--- config.mk ---
export PLATFORM = sky130hd
export DESIGN_NAME = quad_decoder_flat
export DESIGN_NICKNAME = d
export VERILOG_FILES = /design/src/rtl/qdec_pkg.sv /design/src/rtl/quad_decoder_if.sv /design/src/rtl/qdec_line_sync.sv /design/src/rtl/quad_decoder.sv /design/src/flat_wrapper.sv
export SDC_FILE = /design/constraint.sdc
export NUM_CORES = 1
export LEC_CHECK = 0
export CAP_MARGIN = 10
export CORE_MARGIN = 2
export CORE_UTILIZATION = 59
export CTS_BUF_LIST = sky130_fd_sc_hd__clkbuf_4 sky130_fd_sc_hd__clkbuf_8 sky130_fd_sc_hd__clkbuf_16
export DETAILED_ROUTE_END_ITERATION = 8
export PLACE_DENSITY_LB_ADDON = 0.3
export SLEW_MARGIN = 20
export SYNTH_ARGS = -nofsm -noshare
export SYNTH_HDL_FRONTEND = slang
export SYNTH_HIERARCHICAL = 1
export SYNTH_SLANG_ARGS = --single-unit
--- constraint.sdc ---
create_clock -name clk -period 7 [get_ports clk]
set_input_delay 1.4 -clock clk [delete_from_list [all_inputs] [get_ports clk]]
set_output_delay 1.4 -clock clk [all_outputs]
set_load 0.01 [all_outputs]
--- src/rtl/qdec_pkg.sv ---
// qdec_pkg: shared types, constants and transition classifier for the quadrature decoder (QDEC_FILTER_EN selects the glitch filter)
package qdec_pkg;
  typedef enum logic [1:0] {FILL = 2'd0, PRIME = 2'd1, TRACK = 2'd2} qdec_state_e;
  typedef enum logic [1:0] {TR_NONE, TR_CW, TR_CCW, TR_ILL} qdec_tr_e;
  localparam logic DIR_CW = 1'b1;
  localparam logic DIR_CCW = 1'b0;
  localparam logic [1:0] AB_00 = 2'b00;
  localparam logic [1:0] AB_10 = 2'b10;
  localparam logic [1:0] AB_11 = 2'b11;
  localparam logic [1:0] AB_01 = 2'b01;
`ifdef QDEC_FILTER_EN
  localparam bit FILTER_EN = 1'b1;
`else
  localparam bit FILTER_EN = 1'b0;
`endif
  // CW successor of {a,b} is {~b,a}; CCW successor is {b,~a}
  function automatic qdec_tr_e classify(logic [1:0] prev, logic [1:0] cur);
    return cur == prev ? TR_NONE :
           cur == {~prev[0], prev[1]} ? TR_CW :
           cur == {prev[0], ~prev[1]} ? TR_CCW : TR_ILL;
  endfunction
endpackage

--- src/rtl/quad_decoder_if.sv ---
// quad_decoder_if: phase inputs, clear and decoded outputs of the quadrature decoder
interface quad_decoder_if #(parameter int COUNT_W = 16);
  logic a_in;
  logic b_in;
  logic clr;
  logic signed [COUNT_W-1:0] pos;
  logic step;
  logic dir;
  logic err;
  logic valid;
  modport master(output a_in, b_in, clr, input pos, step, dir, err, valid);
  modport slave(input a_in, b_in, clr, output pos, step, dir, err, valid);
endinterface

--- src/rtl/qdec_line_sync.sv ---
// qdec_line_sync: per-line synchronizer with optional glitch filter (QDEC_FILTER_EN)
module qdec_line_sync #(
  parameter int SYNC_STAGES = 2
`ifdef QDEC_FILTER_EN
  , parameter int FILTER_LEN = 4
`endif
) (
  input  logic clk,
  input  logic rst_n,
  input  logic d,
  output logic q
);
  logic [SYNC_STAGES-1:0] sync;
  always_ff @(posedge clk) sync <= !rst_n ? '0 : {sync[SYNC_STAGES-2:0], d};
`ifdef QDEC_FILTER_EN
  localparam int FW = $clog2(FILTER_LEN + 1);
  logic [FW-1:0] cnt;
  logic filt;
  // filt follows the line only after FILTER_LEN consecutive differing samples
  always_ff @(posedge clk)
    if (!rst_n) begin
      cnt <= '0;
      filt <= 1'b0;
    end else if (sync[SYNC_STAGES-1] == filt) cnt <= '0;
    else if (cnt == FW'(FILTER_LEN - 1)) begin
      cnt <= '0;
      filt <= sync[SYNC_STAGES-1];
    end else cnt <= cnt + FW'(1);
  assign q = filt;
`else
  assign q = sync[SYNC_STAGES-1];
`endif
endmodule

--- src/rtl/quad_decoder.sv ---
// quad_decoder: A/B quadrature decoder with signed position, step/dir pulses and sticky error (QDEC_FILTER_EN adds glitch filters)
module quad_decoder
  import qdec_pkg::*;
#(
  parameter int COUNT_W = 16,
  parameter int SYNC_STAGES = 2,
  parameter int FILTER_LEN = 4
) (
  input logic clk,
  input logic rst_n,
  quad_decoder_if.slave bus
);
  localparam int FILL_N = SYNC_STAGES + (FILTER_EN ? FILTER_LEN : 0);
  localparam int FW = $clog2(FILL_N + 1);
  logic a_s, b_s, tracking, moved;
  logic [1:0] ab, prev_ab;
  logic [FW-1:0] fill_cnt;
  qdec_state_e state;
  qdec_tr_e tr;
  qdec_line_sync #(.SYNC_STAGES(SYNC_STAGES)
`ifdef QDEC_FILTER_EN
    , .FILTER_LEN(FILTER_LEN)
`endif
  ) u_a (.clk(clk), .rst_n(rst_n), .d(bus.a_in), .q(a_s));
  qdec_line_sync #(.SYNC_STAGES(SYNC_STAGES)
`ifdef QDEC_FILTER_EN
    , .FILTER_LEN(FILTER_LEN)
`endif
  ) u_b (.clk(clk), .rst_n(rst_n), .d(bus.b_in), .q(b_s));
  assign ab = {a_s, b_s};
  assign tr = classify(prev_ab, ab);
  assign tracking = state == TRACK;
  assign moved = tracking && (tr == TR_CW || tr == TR_CCW);
  always_ff @(posedge clk)
    if (!rst_n) begin
      state <= FILL;
      fill_cnt <= '0;
      prev_ab <= AB_00;
      bus.pos <= '0;
      bus.step <= 1'b0;
      bus.dir <= DIR_CCW;
      bus.err <= 1'b0;
      bus.valid <= 1'b0;
    end else begin
      prev_ab <= ab;
      if (state == FILL) fill_cnt <= fill_cnt + FW'(1);
      state <= state != FILL ? TRACK : fill_cnt == FW'(FILL_N - 1) ? PRIME : FILL;
      if (state == PRIME) bus.valid <= 1'b1;
      bus.step <= moved;
      if (moved) bus.dir <= tr == TR_CW ? DIR_CW : DIR_CCW;
      // clear beats a same-cycle count update, but an illegal transition beats clear for err
      bus.pos <= bus.clr ? '0 :
                 moved ? (tr == TR_CW ? bus.pos + COUNT_W'(1) : bus.pos - COUNT_W'(1)) : bus.pos;
      bus.err <= (tracking && tr == TR_ILL) || (bus.err && !bus.clr);
    end
endmodule

--- src/flat_wrapper.sv ---
// flat-port wrapper written by rule: the top's interface ports become plain ports
module quad_decoder_flat import qdec_pkg::*;
#(
  parameter int COUNT_W = 16,
  parameter int SYNC_STAGES = 2,
  parameter int FILTER_LEN = 4
)
  (clk, rst_n, bus_a_in, bus_b_in, bus_clr, bus_pos, bus_step, bus_dir, bus_err, bus_valid);
  quad_decoder_if #(.COUNT_W(COUNT_W)) bus_i ();
  input logic clk;
  input logic rst_n;
  input wire logic [$bits(bus_i.a_in)-1:0] bus_a_in;
  input wire logic [$bits(bus_i.b_in)-1:0] bus_b_in;
  input wire logic [$bits(bus_i.clr)-1:0] bus_clr;
  output wire logic [$bits(bus_i.pos)-1:0] bus_pos;
  output wire logic [$bits(bus_i.step)-1:0] bus_step;
  output wire logic [$bits(bus_i.dir)-1:0] bus_dir;
  output wire logic [$bits(bus_i.err)-1:0] bus_err;
  output wire logic [$bits(bus_i.valid)-1:0] bus_valid;
  assign bus_i.a_in = bus_a_in;
  assign bus_i.b_in = bus_b_in;
  assign bus_i.clr = bus_clr;
  assign bus_pos = bus_i.pos;
  assign bus_step = bus_i.step;
  assign bus_dir = bus_i.dir;
  assign bus_err = bus_i.err;
  assign bus_valid = bus_i.valid;
  quad_decoder #(.COUNT_W(COUNT_W), .SYNC_STAGES(SYNC_STAGES), .FILTER_LEN(FILTER_LEN)) u_core (.clk(clk), .rst_n(rst_n), .bus(bus_i));
endmodule
After elaboration in Yosys (flattened, before gate mapping)
Index checks and enable logic that the tools add are counted.
{"block": "word_totals", "latchBits": 0, "output_inout_bits": 20, "register_bits": 30, "word_cells": 43, "romBits": 0, "mem_count": 0, "in_bits": 5, "mem_bits_rw": 0}
{"block": "op_classes", "n_bitwise": 3, "n_shift": 0, "n_addsub": 3, "mux": 7, "multipliers": 0, "n_lt_le_gt_ge": 0, "reduce_logical": 10, "n_eq_ne": 9, "n_div": 0}
{"operator": "adder 16 x 1 -> 16 bit, second input constant", "n": 1}
{"operator": "2-to-1 mux 16 bit", "n": 1}
{"operator": "subtractor 16 x 1 -> 16 bit, second input constant", "n": 1}
{"operator": "equality test 2 x 1 -> 1 bit, second input constant", "n": 3}
{"operator": "equality test 2 bit", "n": 3}
{"operator": "equality test 2 bit, second input constant", "n": 3}
{"operator": "2-to-1 mux 2 bit", "n": 3}
{"operator": "OR reduction 2 bit", "n": 2}
{"operator": "logical AND 1 bit", "n": 3}
{"operator": "2-to-1 mux 1 bit", "n": 3}
{"operator": "inverter 1 bit", "n": 3}
{"operator": "adder 2 x 1 -> 2 bit, second input constant", "n": 1}
{"operator": "logical NOT 2 bit", "n": 1}
{"operator": "logical OR 1 bit", "n": 2}
{"operator": "nonzero test 2 bit", "n": 1}
{"operator": "logical NOT 1 bit", "n": 1}

Depth between registers and ports, before layout
{"block": "logic_depth", "depth_word": 8, "ltp_mapped": 12}

By module
The synthesis kept the hierarchy.
{"mod": "quad_decoder", "n_inst": 1, "cells_each": 214, "area_per_inst_um2": 1747.9, "seq_area_each_um2": 520.5}
{"mod": "qdec_line_sync", "n_inst": 2, "cells_each": 4, "area_per_inst_um2": 52.6, "seq_area_each_um2": 40.0}

Least setup slack after synthesis
OpenSTA, ideal clock, no wires.
{"block": "synth_path", "path_type": "register to register", "startpoint": "register u_core.prev_ab[0]", "endpoint": "register u_core.bus.pos[12]", "path_slack_ns": 4.293, "n_path_buf": 0, "stages_incl_launch_ff": 13, "arrival_time_ns": 2.587, "setup_ns": 0.120, "path_cell_list": "dfxtp_1 -> nand2_1 -> o21ai_0 -> o21ai_0 -> ha_1 -> inv_1 -> ha_1 -> a21oi_1 -> nand2_1 -> o21a_2 -> a311oi_1 -> or4_1 -> nand3_1"}
{"block": "synth_between", "elab_chain_len": 7, "elab_cells_between_ends": 12, "cone_classes": "eq/ne (5); mux (4); bitwise (1); reduce/logical (2)"}
{"element": "from (decl)", "line_no": "quad_decoder.sv:16", "source": "logic [1:0] ab, prev_ab;"}
{"element": "from (signal assigned)", "line_no": "quad_decoder.sv:38", "source": "prev_ab <= AB_00;"}
{"element": "from (signal assigned)", "line_no": "quad_decoder.sv:45", "source": "prev_ab <= ab;"}
{"element": "equality test 2 bit or inverter 1 bit (tied branches)", "line_no": "qdec_pkg.sv:20, qdec_pkg.sv:19"}
{"element": "2-to-1 mux 1 bit or equality test 2 bit (tied branches)", "line_no": "qdec_pkg.sv:20, qdec_pkg.sv:19"}
{"element": "2-to-1 mux 2 bit", "line_no": "qdec_pkg.sv:19", "source": "cur == {~prev[0], prev[1]} ? TR_CW :"}
{"element": "2-to-1 mux 2 bit (*)", "line_no": "qdec_pkg.sv:18", "source": "return cur == prev ? TR_NONE :"}
{"element": "equality test 2 x 1 -> 1 bit or equality test 2 bit (tied branches)", "line_no": "quad_decoder.sv:33, quad_decoder.sv:53"}
{"element": "logical OR 1 bit", "line_no": "quad_decoder.sv:33", "source": "assign moved = tracking && (tr == TR_CW || tr == TR_CCW);"}
{"element": "logical AND 1 bit", "line_no": "quad_decoder.sv:33"}
{"element": "to (signal assigned)", "line_no": "quad_decoder.sv:52", "source": "bus.pos <= bus.clr ? '0 :"}
{"element": "to (decl)", "line_no": "quad_decoder_if.sv:12", "source": "modport slave(input a_in, b_in, clr, output pos, step, dir, err, valid);"}
Every way passes the cells marked *; elsewhere a longest branch is shown, timed or not.
A chain may end at the register's enable or synchronous reset.

Final worst setup path
Same ends and word-level chain as after synthesis.

==> results.cfg <==
[outcome]
run_status = complete, no violations

[timing]
period_share_pct = 47.4
hold_violations = 0
slew_headroom_pct = 64.4
fmax_mhz = 301
tns_ns = 0
rsz0062_at_grt = no
timing.hold.ws_ns = 0.444
clock-skew-final_ns = 0.00581
slew_viol_final = 0
finalSetupViolCount = 0
worst_slew_pin_slew_ns = 0.534
fin_crit_ns = 3.32
worst_slack_ns = 3.68

[pwr]
pwr-share-comb_pct = 27.8
sw_frac_of_total_pct = 31.7
power_switching_uw = 133
p_leak_uw = 0.000889
clockPowerShare_pct = 25.8
p_seq_share_pct = 46.4
internal_power_uw = 287
power_density_nw_per_um2 = 192
ir_drop_mv = 0.138

[synthesis]
netlist_area_um2 = 1850
syn_inst = 222
yosys.area.top_type = dfxtp_1
yosysWarnings = 6
synth_async_sr_flop_share_pct = 0
ys_types = 47
synthesis.nets = 245
yosysMostFrequentCell = dfxtp_1
yosysSeqAreaShare_pct = 32.4
synthTopCellsByArea = dfxtp_1 (32%), ha_1 (11%), nand2_1 (5.9%)
synth_edf_count = 0
synth_top_area_share_pct = 32.4
synth_area_per_cell_um2 = 8.35
synth_common_cells = dfxtp_1 (30), nand2_1 (29), a21oi_1 (17), ha_1 (17)
synth-seq-cells = 30
synth_ff_type = dfxtp_1

[global_routing]
grt_pass1_wl_mm = 6.41
grtUsageMet1_pct = 31.5
met3_usage_pct = 4.33
grt_pass1_vias = 1484
grtUsageTotal_pct = 23.5
top_usage_layer = met2
antenna_found_initial = 0
gr-usage-met2_pct = 36.5
overflow = 0
grt_max_degree = 22

[worst_setup_path]
max_stage_delay_ns = 0.47
cp_max_fo = 15
rr_endpoint = u_core/bus.pos[12]$_SDFFE_PP0P_
required_ns = 7.22
path_buf_inv = 1
rr_worst_depth = 12
slowest_stage = ha_1
path_class = reg2reg
startpoint_type = flop
r2r_setup_slack_ns = 3.68
cp_top_family = compound AO/OA/AOI/OAI gates
worstPathArrival_ns = 3.54
cp-end-kind = flop
rr_startpoint = u_core/prev_ab[0]$_SDFF_PN0_
worstPathCellList = nand2_1 > o21ai_0 > o21ai_0 > ha_1 > inv_1 > ha_1 > a21oi_1 > nand2_1 > o21a_2 > a311oi_1 > or4_1 > nand3_1

[drt]
firstDrtPassIters = 4
antenna_left = 0
drt_iter0_drc = 76
drc = 0
vias_per_cell = 5.64
wl_mm = 3.71
wl_per_cell_um = 12.7
vias = 1653

[die]
io-pin-count = 25
dieArea_um2 = 3600
initial_core_util_pct = 61.2
chipWidth_um = 60.0
die_y_um = 60.0
num_rows = 20
core_um2 = 3030

[clock_network]
cts_max_level = 2
cts_resized = 0
cts_hold_buf = 0
cts_buffers = 5
insertion_delay_ns = 0.33
post_cts_buffers = 0
clock_path_buffers = 2
ctsRootBufferMaster = clkbuf_4
cts_tree = done
clock-sinks = 30
clk_pin_slew_worst_paths_ns = 0.09

[worst_hold_path]
hold_depth = 1
worstHoldStart = u_core/u_a/sync[0]$_SDFF_PN0_
whs_endpoint = u_core/u_a/sync[1]$_SDFF_PN0_
hold_class = reg2reg

[placed_design]
place_inst = 285
gp_congestion = 0.870
place.detailed.hpwl_mm = 2.75
place_ws_ns = 3.59
io_buffer_count = 24

[finish]
syn2layout_area_growth_pct = 18.3
layout-drive-gt1-share_pct = 7.63
fillers = 249
insertedDiodeCount = 0
final_util_pct = 72.4
nets = 271
finalNonFillerCells = 293

[flow_run]
cap_violations = 0
[power groups by stage]
stage	combinational (µW)	clock [µW]	sequential, µW
6_report	117	108	195
5_1_grt	131	117	197
4_1_cts	116	112	195
3_5_place_dp	114	0	199
3_3_place_gp	110	0	198
2_1_floorplan	85.2	0	199
[layout make-up]
cell class	count	area, µm²	share of cell area (%)
timing repair buffer	25	248	11.3
tap	44	55.1	2.51
multi-input combinational	180	1200	54.9
sequential	30	601	27.4
clock inverter	2	12.5	0.571
inverter	6	22.5	1.03
clock buffer	6	51.3	2.34
[metal layers]
layer | routed length (µm) | up-vias
li1 | - | 848
met1 | 1750 | 749
met2 | 1650 | 49
met3 | 234 | 7
met4 | 68 | 0
met5 | 0 | -
[sequential cells by signal, indices dropped and copies added, names as in the netlist]
register          flops
u_core/bus.pos       16
u_core/fill_cnt       2
u_core/prev_ab        2
u_core/state          2
u_core/u_a/sync       2
u_core/u_b/sync       2
u_core/bus.dir        1
u_core/bus.err        1
u_core/bus.step       1
u_core/bus.valid      1
[worst register-to-register path, stage by stage, from the launching register on]
cell      delay (ns)
dfxtp_1         0.36
nand2_1         0.09
o21ai_0         0.07
o21ai_0         0.29
ha_1            0.38
inv_1           0.34
ha_1            0.47
a21oi_1         0.28
nand2_1         0.08
o21a_2          0.23
a311oi_1        0.40
or4_1           0.17
nand3_1         0.05
[logic make-up after synthesis]
group	after synthesis	synth area share (%)
AOI/OAI and AO/OA	64	23.0
xor gates and xnor gates	10	4.73
adders and majority gates	18	12.6
and+or+nand+nor	87	24.1
buffers and inverters	12	2.70
DFF	30	32.4
muxes	1	0.540
[placed cells by master, fill, tap and decap left out, types with 4 or more instances in the layout]
| cell | netlist | layout |
|---|---|---|
| a21oi_1 | 17 | 17 |
| and2_1 | 9 | 9 |
| nand2_1 | 29 | 29 |
| xor2_1 | 5 | 5 |
| inv_1 | 6 | 6 |
| o21ai_1 | 4 | 4 |
| clkdlybuf4s50_1 | 0 | 24 |
| o21ai_0 | 12 | 12 |
| clkbuf_4 | 0 | 5 |
| o21a_1 | 4 | 4 |
| ha_1 | 17 | 17 |
| nand3_1 | 12 | 12 |
| dfxtp_1 | 30 | 30 |
| xnor2_1 | 5 | 5 |
| nand2b_1 | 8 | 8 |
| nor2b_1 | 4 | 4 |
| nor2_1 | 11 | 11 |
[stage by stage]
stage                     total power (µW)  area [µm²]
after detailed placement               314        2130
after global placement                 309        2130
after global routing                   445        2190
after CTS                              423        2190
final                                  420        2190
after floorplan                        284        1850
[how the worst max path moves through the flow]
stage / depth (start not counted) / endpoint / from / slack [ns]
after global placement: 6 / u_core/bus.pos[15]$_SDFFE_PP0P_ / rst_n / 3.67
after detailed placement: 6 / u_core/bus.pos[15]$_SDFFE_PP0P_ / rst_n / 3.59
after global routing: 12 / u_core/bus.pos[12]$_SDFFE_PP0P_ / u_core/prev_ab[0]$_SDFF_PN0_ / 3.43
after CTS: 12 / u_core/bus.pos[12]$_SDFFE_PP0P_ / u_core/prev_ab[0]$_SDFF_PN0_ / 3.75
after floorplan: 12 / u_core/bus.pos[12]$_SDFFE_PP0P_ / u_core/prev_ab[0]$_SDFF_PN0_ / 4.29
final: 12 / u_core/bus.pos[12]$_SDFFE_PP0P_ / u_core/prev_ab[0]$_SDFF_PN0_ / 3.68
Power figures use the tool's default switching activity.
